File: config.mk
export PLATFORM = sky130hd
export DESIGN_NAME = alu_mul_seq
export DESIGN_NICKNAME = d
export VERILOG_FILES = /design/src/rtl/alu_mul_seq_pkg.sv /design/src/rtl/ALU.sv /design/src/rtl/Mux16.sv /design/src/rtl/alu_mul_seq.sv
export SDC_FILE = /design/constraint.sdc
export NUM_CORES = 1
export LEC_CHECK = 0
export ABC_AREA = 1
export BUFFER_PORTS_ARGS = -buffer_cell sky130_fd_sc_hd__clkbuf_2
export CAP_MARGIN = 20
export CORE_MARGIN = 8
export CORE_UTILIZATION = 60
export CTS_BUF_LIST = sky130_fd_sc_hd__clkbuf_4 sky130_fd_sc_hd__clkbuf_8
export CTS_CLUSTER_DIAMETER = 100
export CTS_CLUSTER_SIZE = 12
export DETAILED_ROUTE_END_ITERATION = 10
export GPL_ROUTABILITY_DRIVEN = 0
export PLACE_DENSITY = 0.9
export SETUP_SLACK_MARGIN = 0.3
export SYNTH_ARGS = -nofsm -noshare
export SYNTH_HDL_FRONTEND = slang
export SYNTH_SLANG_ARGS = --single-unit
File: constraint.sdc
create_clock -name clock -period 3.4 [get_ports clock]
set_clock_uncertainty 0.2 [all_clocks]
set_input_delay 0.17 -clock clock [delete_from_list [all_inputs] [get_ports clock]]
set_output_delay 0.17 -clock clock [all_outputs]
set_load 0.01 [all_outputs]
File: src/rtl/alu_mul_seq_pkg.sv
// Shared ALU control words and sequencer state encoding for the MUL helper.
package alu_mul_seq_pkg;

    // Hack ALU control bits, ordered {zx,nx,zy,ny,f,no}
    localparam logic [5:0] ALU_ADD   = 6'b000010;  // x + y
    localparam logic [5:0] ALU_XPASS = 6'b001010;  // x + 0

    typedef enum logic [1:0] {
        IDLE = 2'd0,
        ADD  = 2'd1,
        DBL  = 2'd2,
        DONE = 2'd3
    } state_t;

endpackage

File: src/rtl/ALU.sv
// Hack ALU: combinational 16-bit ALU driven by six control bits.
module ALU (
    input  logic [15:0] x,
    input  logic [15:0] y,
    input  logic        zx,
    input  logic        nx,
    input  logic        zy,
    input  logic        ny,
    input  logic        f,
    input  logic        no,
    output logic [15:0] out,
    output logic        zr,
    output logic        ng
);

    logic [15:0] x_z, x_n, y_z, y_n, f_out;

    // Operand zero/negate, function select, output negate and flags
    always_comb begin
        x_z   = zx ? '0 : x;
        x_n   = nx ? ~x_z : x_z;
        y_z   = zy ? '0 : y;
        y_n   = ny ? ~y_z : y_z;
        f_out = f ? (x_n + y_n) : (x_n & y_n);
        out   = no ? ~f_out : f_out;
        zr    = (out == '0);
        ng    = out[15];
    end

endmodule

File: src/rtl/Mux16.sv
// 16-bit two-way multiplexer: out = sel ? b : a.
module Mux16 (
    input  logic [15:0] a,
    input  logic [15:0] b,
    input  logic        sel,
    output logic [15:0] out
);

    // Word select
    always_comb begin
        out = sel ? b : a;
    end

endmodule

File: src/rtl/alu_mul_seq.sv
// Multi-cycle shift-and-add multiplier sequencing a single Hack ALU.
// Each multiplier bit costs an ADD cycle (acc += mcand or acc += 0) and,
// except for the last bit, a DBL cycle (mcand += mcand, mplier >>= 1).
module alu_mul_seq
    import alu_mul_seq_pkg::*;
#(
    parameter int unsigned N_BITS = 16
) (
    input  logic        clock,
    input  logic        reset_n,
    input  logic        start,
    input  logic [15:0] a,
    input  logic [15:0] b,
    output logic        busy,
    output logic        done,
    output logic [15:0] product,
    output logic        zr,
    output logic        ng
);

    localparam logic [3:0] LAST = 4'(N_BITS - 1);

    state_t      state_q, state_d;
    logic [15:0] acc, mcand, mplier;
    logic [3:0]  cnt;

    logic [5:0]  ctl;
    logic        xsel, ysel;
    logic [15:0] alu_x, alu_y, alu_out;
    logic        alu_zr, alu_ng;

    // State register
    always_ff @(posedge clock or negedge reset_n) begin
        if (!reset_n) begin
            state_q <= IDLE;
        end else begin
            state_q <= state_d;
        end
    end

    // Next state and ALU steering for the current step
    always_comb begin
        state_d = state_q;
        ctl     = ALU_ADD;
        xsel    = 1'b0;
        ysel    = 1'b0;
        case (state_q)
            IDLE: begin
                if (start) state_d = ADD;
            end
            ADD: begin
                ysel    = 1'b1;
                ctl     = mplier[0] ? ALU_ADD : ALU_XPASS;
                state_d = (cnt == LAST) ? DONE : DBL;
            end
            DBL: begin
                xsel    = 1'b1;
                ysel    = 1'b1;
                state_d = ADD;
            end
            DONE: begin
                state_d = IDLE;
            end
        endcase
    end

    // x selects acc (ADD) or mcand (DBL); y is mcand while sequencing, zero otherwise
    Mux16 u_xmux (
        .a   (acc),
        .b   (mcand),
        .sel (xsel),
        .out (alu_x)
    );

    Mux16 u_ymux (
        .a   (16'h0000),
        .b   (mcand),
        .sel (ysel),
        .out (alu_y)
    );

    ALU u_alu (
        .x   (alu_x),
        .y   (alu_y),
        .zx  (ctl[5]),
        .nx  (ctl[4]),
        .zy  (ctl[3]),
        .ny  (ctl[2]),
        .f   (ctl[1]),
        .no  (ctl[0]),
        .out (alu_out),
        .zr  (alu_zr),
        .ng  (alu_ng)
    );

    // Datapath registers and registered handshake/result outputs
    always_ff @(posedge clock or negedge reset_n) begin
        if (!reset_n) begin
            acc     <= '0;
            mcand   <= '0;
            mplier  <= '0;
            cnt     <= '0;
            busy    <= 1'b0;
            done    <= 1'b0;
            product <= '0;
            zr      <= 1'b0;
            ng      <= 1'b0;
        end else begin
            case (state_q)
                IDLE: begin
                    if (start) begin
                        mcand  <= a;
                        mplier <= b;
                        acc    <= '0;
                        cnt    <= '0;
                        busy   <= 1'b1;
                    end
                end
                ADD: begin
                    acc <= alu_out;
                    if (cnt == LAST) begin
                        product <= alu_out;
                        zr      <= alu_zr;
                        ng      <= alu_ng;
                        busy    <= 1'b0;
                        done    <= 1'b1;
                    end
                end
                DBL: begin
                    mcand  <= alu_out;
                    mplier <= mplier >> 1;
                    cnt    <= cnt + 4'd1;
                end
                DONE: begin
                    done <= 1'b0;
                end
            endcase
        end
    end

endmodule

==> results of run 1 <==
-- power groups by stage --
| stage | combinational, W | sequential [W] | clock (W) |
|---|---|---|---|
| 6_report | 0.00446 | 0.00137 | 0.000673 |
| 5_1_grt | 0.00478 | 0.00139 | 0.000709 |
| 4_1_cts | 0.00326 | 0.00134 | 0.000664 |
| 3_5_place_dp | 0.00307 | 0.00135 | 0 |
| 3_3_place_gp | 0.00292 | 0.00133 | 0 |
| 2_1_floorplan | 0.00233 | 0.00130 | 0 |
-- kinds of logic after synthesis --
logic type                 count (synthesis)
and+or+nand+nor                          265
AOI/OAI and AO/OA                        124
buffers and inverters                    114
DFF                                       73
adders and majority gates                 22
xor gates and xnor gates                   2
-- worst max-delay path by stage --
stage | startpoint | slack (ns) | to | depth (start not counted)
4_1_cts | state_q[1]$_DFFE_PN0P_ | 0.33 | zr$_DFFE_PN0P_ | 15
5_1_grt | state_q[0]$_DFFE_PN0P_ | -0.06 | zr$_DFFE_PN0P_ | 18
2_1_floorplan | state_q[0]$_DFFE_PN0P_ | 0.39 | zr$_DFFE_PN0P_ | 19
3_3_place_gp | state_q[0]$_DFFE_PN0P_ | 0.36 | zr$_DFFE_PN0P_ | 17
3_5_place_dp | state_q[0]$_DFFE_PN0P_ | 0.17 | zr$_DFFE_PN0P_ | 17
6_report | state_q[1]$_DFFE_PN0P_ | 0.008 | acc[13]$_DFFE_PN0P_ | 17
-- layout by cell type (no fill, tap or decap), drive strengths merged, types with 2 or more instances in the layout --
cell type and instances:
nand2 171, inv 88, dfrtp 73, clkbuf 62
o21ai 55, nor2 47, dlygate4sd3 32, o22ai 27
buf 26, nand3 24, a21oi 21, ha 21
a31oi 16, nor3 13, nand4 5, clkinvlp 4
o211ai 3, nand3b 3, clkinv 2
-- metal layers --
layer / share of wire, % / up-vias
met5: 0 / -
met4: 8.8 / 0
met3: 14 / 192
met2: 46 / 477
met1: 31 / 2254
li1: - / 2139
-- state kept, by name, summed over array words and instances (netlist names) --
name     flops
acc         16
mcand       16
mplier      16
product     16
cnt          4
state_q      2
busy         1
done         1
zr           1
-- tightest hold or removal path, stage by stage --
cell and delay [ns]:
clkbuf_2 0.07, o21ai_0 0.10, o21ai_0 0.21
-- repair_timing --
action / CTS / global route
setup endpoints to repair: 11 / 34
resized for setup: 8 / 73
hold endpoints to repair: 51 / 0
pin swaps: 0 / 23
setup buffers: 2 / 15
hold buffers: 32 / 0
-- layout make-up --
class	instances	area share, %
inverters	90	6.16
clock buffers	9	2.18
flip-flops and latches	73	32.2
well taps	99	2.18
repair buffers	111	14.3
clock inverters	5	1.03
multi-input cells	413	42.0
-- metrics by stage --
stage,util [%],instances,instance area (sq um),setup TNS [ns]
global route,79.3,800,5690,-0.171
CTS,74.0,785,5310,0
finish,79.3,800,5690,0
detailed placement,66.0,737,4730,0
floorplan,-,600,4380,0
global placement,66.0,737,4730,0
==> results.md, run 1 <==
* Synthesis-to-finish area growth at 29.8%
* DRT antenna net count at 0
* WS Path Type: reg -> reg
* Peak supply drop at approximately 0.85 mV
* Detail Placement HPWL at around 8700 um
* Vias in the first global route at 4,621
* Power share of the clock group at between 10% and 20%
* Wirelength, routed at 16,100 um
* Switch Pwr at around 0.0034 W
* Commonest cells in the netlist: nand2_1, inv_1, dfrtp_1, o21ai_0, nor2_1
* Worst Reg-to-Reg Cells at 17
* Cell Chain, Critical Path: inv_4 -> ha_4 -> nand2_1 -> inv_4 -> buf_8 -> nor3_2 -> ha_2 -> nand2_2 -> inv_1 -> nand2_1 -> nor3_1 -> nand2_1 -> nand2_1 -> nand2_1 -> nand2_2 -> inv_1 -> o22ai_1
* Initial antenna violation count at 0
* Mapped Nets at about 660
* Internal power at roughly 0.003 W
* Setup slack, reg-to-reg at approximately 0.008 ns
* Die W at between 100 and 150 um
* Simple-Gate Fraction of Synth Area at approximately a quarter
* Final-layout fill cell count at 399
* Ys flop type: dfrtp_1
* Arrival time worst endpoint at 3.45 ns
* Asr flop ratio synth at 100%
* Most Crowded Layer GR: met2
* Yosys cell types at 31
* Tot Pwr at ~0.0065 W
* Worst path slowest cell: dfrtp_2
* Max stage delay on crit path at between 0.4 and 0.5 ns
* Crit-path max FO at 11
* Part of the Yosys area used for sequential elements at 41.7%
* Hold worst-path end: mcand[11]$_DFFE_PN0P_
* Reg2reg start: state_q[1]$_DFFE_PN0P_
* Vias at slightly above 5,000
* # setup viols final at 0
* Tot GR Track Use at a little over a quarter
* Initial DRC Count at between 600 and 700
* Die height at approximately 100 um
* Die ar. at ~10,000 sq um
* Register area at about 1800 sq um
* Pre-CTS setup slack at approximately 0.17 ns
* EDFF count, synth at 0
* Drc violations at 1
* Post-synthesis mux area share at 0%
* Final Critical Period at approximately 3.4 ns
* Clock tree buffer depth at 2
* Via density at around 6.3
* Sw Ratio at between 50% and 60%
* Final Slew Violations at 0
* Synth top area share at 41.7%
* R2R Path End: acc[13]$_DFFE_PN0P_
* CP endpoint kind: flip-flop
* Share of layout cells above drive strength 1 at about a quarter
* Adder and majority gate portion of the synthesized area at around 6.5%
* Core area at between 7000 and 8000 sq um
* Min Hold Slack at about 0.040 ns
* Site Rows at 31
* Seq cells post-synth at 73
* Synth area leader: dfrtp_1
* Maxcap violations at 0
* Starting Density at 61.0%
* Period utilization at between 90 and 100%
* Syn. warnings at 0
* Count leader, synth: nand2_1
* Final setup margin at ~0.008 ns
* Crit path buf inv count at 5
* Met1 Usage GRT at between 20% and 30%
* I/O Pins at 55
* Sequential share of power at a little over a fifth
* Slew margin rel. at 39.7%
* Largest net degree at the start of global routing at 34
* CTS buffer count at 9
* HP Start: a[11]
* CP most frequent cell: nand2_1
* Multi-input gate area at approximately 2400 sq um
* Drt pass-1 iters at 9
* Largest family of logic cells by synthesized area: simple AND/OR/NAND/NOR gates
* Failing checks: design-rule violations
* Logic pwr share at around two thirds
* Worst skew pair latency at approximately 0.37 ns
* Mapped Cells at 600
* RSZ-0062 raised after global routing: yes
* IO Port Bufs at 54
* Post-Synth XOR/XNOR Area at 0.400%
* LEAKAGE at 2.80 nW
* Status: finished, violations left
* Worst hold-check path type: in -> reg
* Number of diodes at 0
* F_max at 0.295 GHz
* Critical Path Source Type: flip-flop
* Sink Count at 73
* CTS H-tree depth at 3
* Worst path top cell family by delay: simple AND/OR/NAND/NOR gates
* Nets@finish at ~760
* CTS tree: done
* Overflow after GRT at 0
* Syn Area/Cell at between 7 and 8 sq um
* Drt wl/cell at 20.2 um
* Grt met3 use at between 7 and 8%
* Compound-Gate Fraction of Synth Area at 15.7%
* CP Data Required Time at between 3 and 4 ns
* Worst-path clk slew at ~0.070 ns
* First-pass GRT wire length at approximately 22,000 um
* Routing usage on met2 at ~46%
* Largest cells by area after synthesis: dfrtp_1, nand2_1, inv_1
* Cell Area, Synth at 4380 sq um
* WHS Path Cells at 3
* Pwr Density at ~1100 nW/um^2
* Hold Vio Cnt, Final at 0
* Clk root buf: clkbuf_8
* Slew @ Worst Pin at between 0.9 and 1 ns
(Power assumes the default switching activity.)
==> run 2, diff against run 1 <==
- CORE_MARGIN: 8 -> 2
==> results.md, run 2 (synthesis results as in run 1) <==
* Status: finished, final reports clean
* Wirelength, routed at 12,700 um (-21%)
* Crit-path max FO at 5 (-6)
* Cell Chain, Critical Path: inv_2 -> ha_4 -> clkinvlp_4 -> buf_4 -> nor3_1 -> ha_1 -> a21oi_1 -> o21ai_0 -> a21oi_2 -> nand2_1 -> nand2_1 -> nand2_1 -> nor2_1 -> o21ai_1
* Worst skew pair latency at 0.37 ns (about the same)
* Tot Pwr at 0.00560 W (-14%)
* Pre-CTS setup slack at 0.289 ns (+0.115 ns)
* Drt wl/cell at 16.0 um (-20%)
* Worst path top cell family by delay: adder cells
* CP endpoint kind: flip-flop
* Drt pass-1 iters at 8 (-1)
* Final setup margin at 0.308 ns (+0.300 ns)
* Commonest non-fill, non-tap cell in the layout: nand2_1
* Multi-input gate area at 2180 sq um (-8.6%)
* Arrival time worst endpoint at 3.13 ns (-0.32 ns)
* Post-layout util at 75.6% (-3.7 points)
* Nets@finish at 747 (-1.1%)
* Share of layout cells above drive strength 1 at 17.3% (-6.8 points)
* RSZ-0062 raised after global routing: yes
* Starting Density at 61.0% (unchanged)
* Register area at 1830 sq um (about the same)
* Worst-path clk slew at 0.09 ns (+0.02 ns)
* Drc violations at 0 (-1)
* Vias in the first global route at 4,415 (-4.5%)
* Clock tree buffer depth at 2 (unchanged)
* Die ar. at 8000 sq um (-22%)
* WS Path Type: reg -> reg
* Max stage delay on crit path at 0.43 ns (-0.04 ns)
* CTS H-tree depth at 3 (unchanged)
* Final Critical Period at 3.09 ns (-0.300 ns)
* CP Data Required Time at 3.43 ns (-0.03 ns)
* Initial antenna violation count at 0 (unchanged)
* Site Rows at 31 (unchanged)
* Die W at 89.4 um (-12%)
* Sink Count at 73 (unchanged)
* IO Port Bufs at 54 (unchanged)
* F_max at 0.323 GHz (+9.7%)
* Initial DRC Count at 387 (-44%)
* CTS tree: done
* Synthesis-to-finish area growth at 23.8%
* Detail Placement HPWL at 8260 um (-5.6%)
* Tot GR Track Use at 33.1% (+6.4 points)
* Clk root buf: clkbuf_8
* Final-layout fill cell count at 475 (+19%)
* Setup TNS at 0 ns (unchanged)
* Vias at 4,573 (-9.7%)
* Crit path buf inv count at 3 (-2)
* CP most frequent cell: nand2_1
* First-pass GRT wire length at 20,200 um (-6.1%)
* LEAKAGE at 2.75 nW (-1.8%)
* # setup viols final at 0 (unchanged)
* Most frequent cells in the layout: nand2_1, inv_1, dfrtp_1
* Largest net degree at the start of global routing at 38 (+12%)
* Critical Path Source Type: flip-flop
* Pwr Density at 1030 nW/um^2 (-9.6%)
* Core area at 7180 sq um (unchanged)
* Slew margin rel. at 47.6% (+7.9 points)
* CTS buffer count at 9 (unchanged)
* Hold Vio Cnt, Final at 0 (unchanged)
* Via density at 5.76 (-9.0%)
* Final Slew Violations at 0 (unchanged)
* Dpl cell area at 4760 sq um (+0.58%)
* Overflow after GRT at 0 (unchanged)
* Period utilization at 90.9% (-8.8 points)
* Number of diodes at 0 (unchanged)
* Worst path slowest cell: dfrtp_2
* Finished Cell Area at 5420 sq um (-4.7%)
* Maxcap violations at 0 (unchanged)
* I/O Pins at 55 (unchanged)
* Die height at 89.4 um (-12%)
* Slew @ Worst Pin at 0.786 ns (-0.117 ns)
* DRT antenna net count at 0 (unchanged)
* Peak supply drop at 0.777 mV (-8.7%)
* Worst hold-check path type: in -> async
-- run 2: cell types whose count changed in the layout (fill, tap and decap cells not counted), moves of 5 or more --
cell / delta
ha_4: -5
nand2_1: +12
nand2_2: -11
ha_1: +7
buf_4: -7
nor2_2: -5
nor2_1: +5
nor3_1: +6
-- run 2: cell type report --
class                   instances  share of cell area [%]
clock inverters                 5                    1.15
clock buffers                  11                    2.68
flip-flops and latches         73                    33.7
inverters                      90                    6.35
multi-input cells             413                    40.2
well taps                      99                    2.28
repair buffers                102                    13.4
repair inverters                1                   0.138
-- run 2: worst paths after layout --
check                                             from                      to  slack (ns)  depth (start not counted)
worst max-delay path            state_q[0]$_DFFE_PN0P_   mcand[15]$_DFFE_PN0P_        0.31                         14
worst min-delay path                           reset_n  product[5]$_DFFE_PN0P_        0.14                          2
worst max register to register  state_q[0]$_DFFE_PN0P_   mcand[15]$_DFFE_PN0P_        0.31                         14
worst min register to register  product[5]$_DFFE_PN0P_  product[5]$_DFFE_PN0P_        0.29                          2
max in group asynchronous                      reset_n  state_q[0]$_DFFE_PN0P_        2.00                          3
min in group clock              product[5]$_DFFE_PN0P_  product[5]$_DFFE_PN0P_        0.29                          2
-- run 2: metal layers --
metal / wire [um] / global-route usage [%] / up-vias / share of wire [%]
met5: 0 / 0 / - / 0
met4: 643 / 19.7 / 0 / 5.0
met3: 919 / 6.74 / 70 / 7.2
met2: 6430 / 56.8 / 222 / 50
met1: 4750 / 38.2 / 2155 / 37
li1: - / - / 2126 / -
-- run 2: report_power, final --
| part | switching [W] | internal, W | total [W] |
|---|---|---|---|
| Clock | 0.000365 | 0.000371 | 0.000736 |
| Combinational | 0.00234 | 0.00118 | 0.00352 |
| Sequential | 0.000167 | 0.00118 | 0.00135 |
-- run 2: per-stage QoR --
| stage | cells | hold WS, ns |
|---|---|---|
| after floorplan | 600 | -0.326 |
| after global placement | 739 | -0.00591 |
| after detailed placement | 739 | 0.00328 |
| after CTS | 789 | 0.150 |
| after global routing | 794 | 0.226 |
| final | 794 | 0.139 |
-- run 2: worst register-to-register path: stages, from the launching register on --
cell and delay (ns):
dfrtp_2 0.43, inv_2 0.10, ha_4 0.32, clkinvlp_4 0.18
buf_4 0.19, nor3_1 0.18, ha_1 0.32, a21oi_1 0.20
o21ai_0 0.15, a21oi_2 0.16, nand2_1 0.07, nand2_1 0.05
nand2_1 0.16, nor2_1 0.17, o21ai_1 0.09
-- run 2: repair_timing --
item	4_1_cts	5_1_grt
hold endpoints to repair	57	0
buffers inserted	0	4
endpoints found under the setup margin	5	34
pin swaps	0	2
resized for setup	0	21
cloned	0	1
hold buffers	34	0
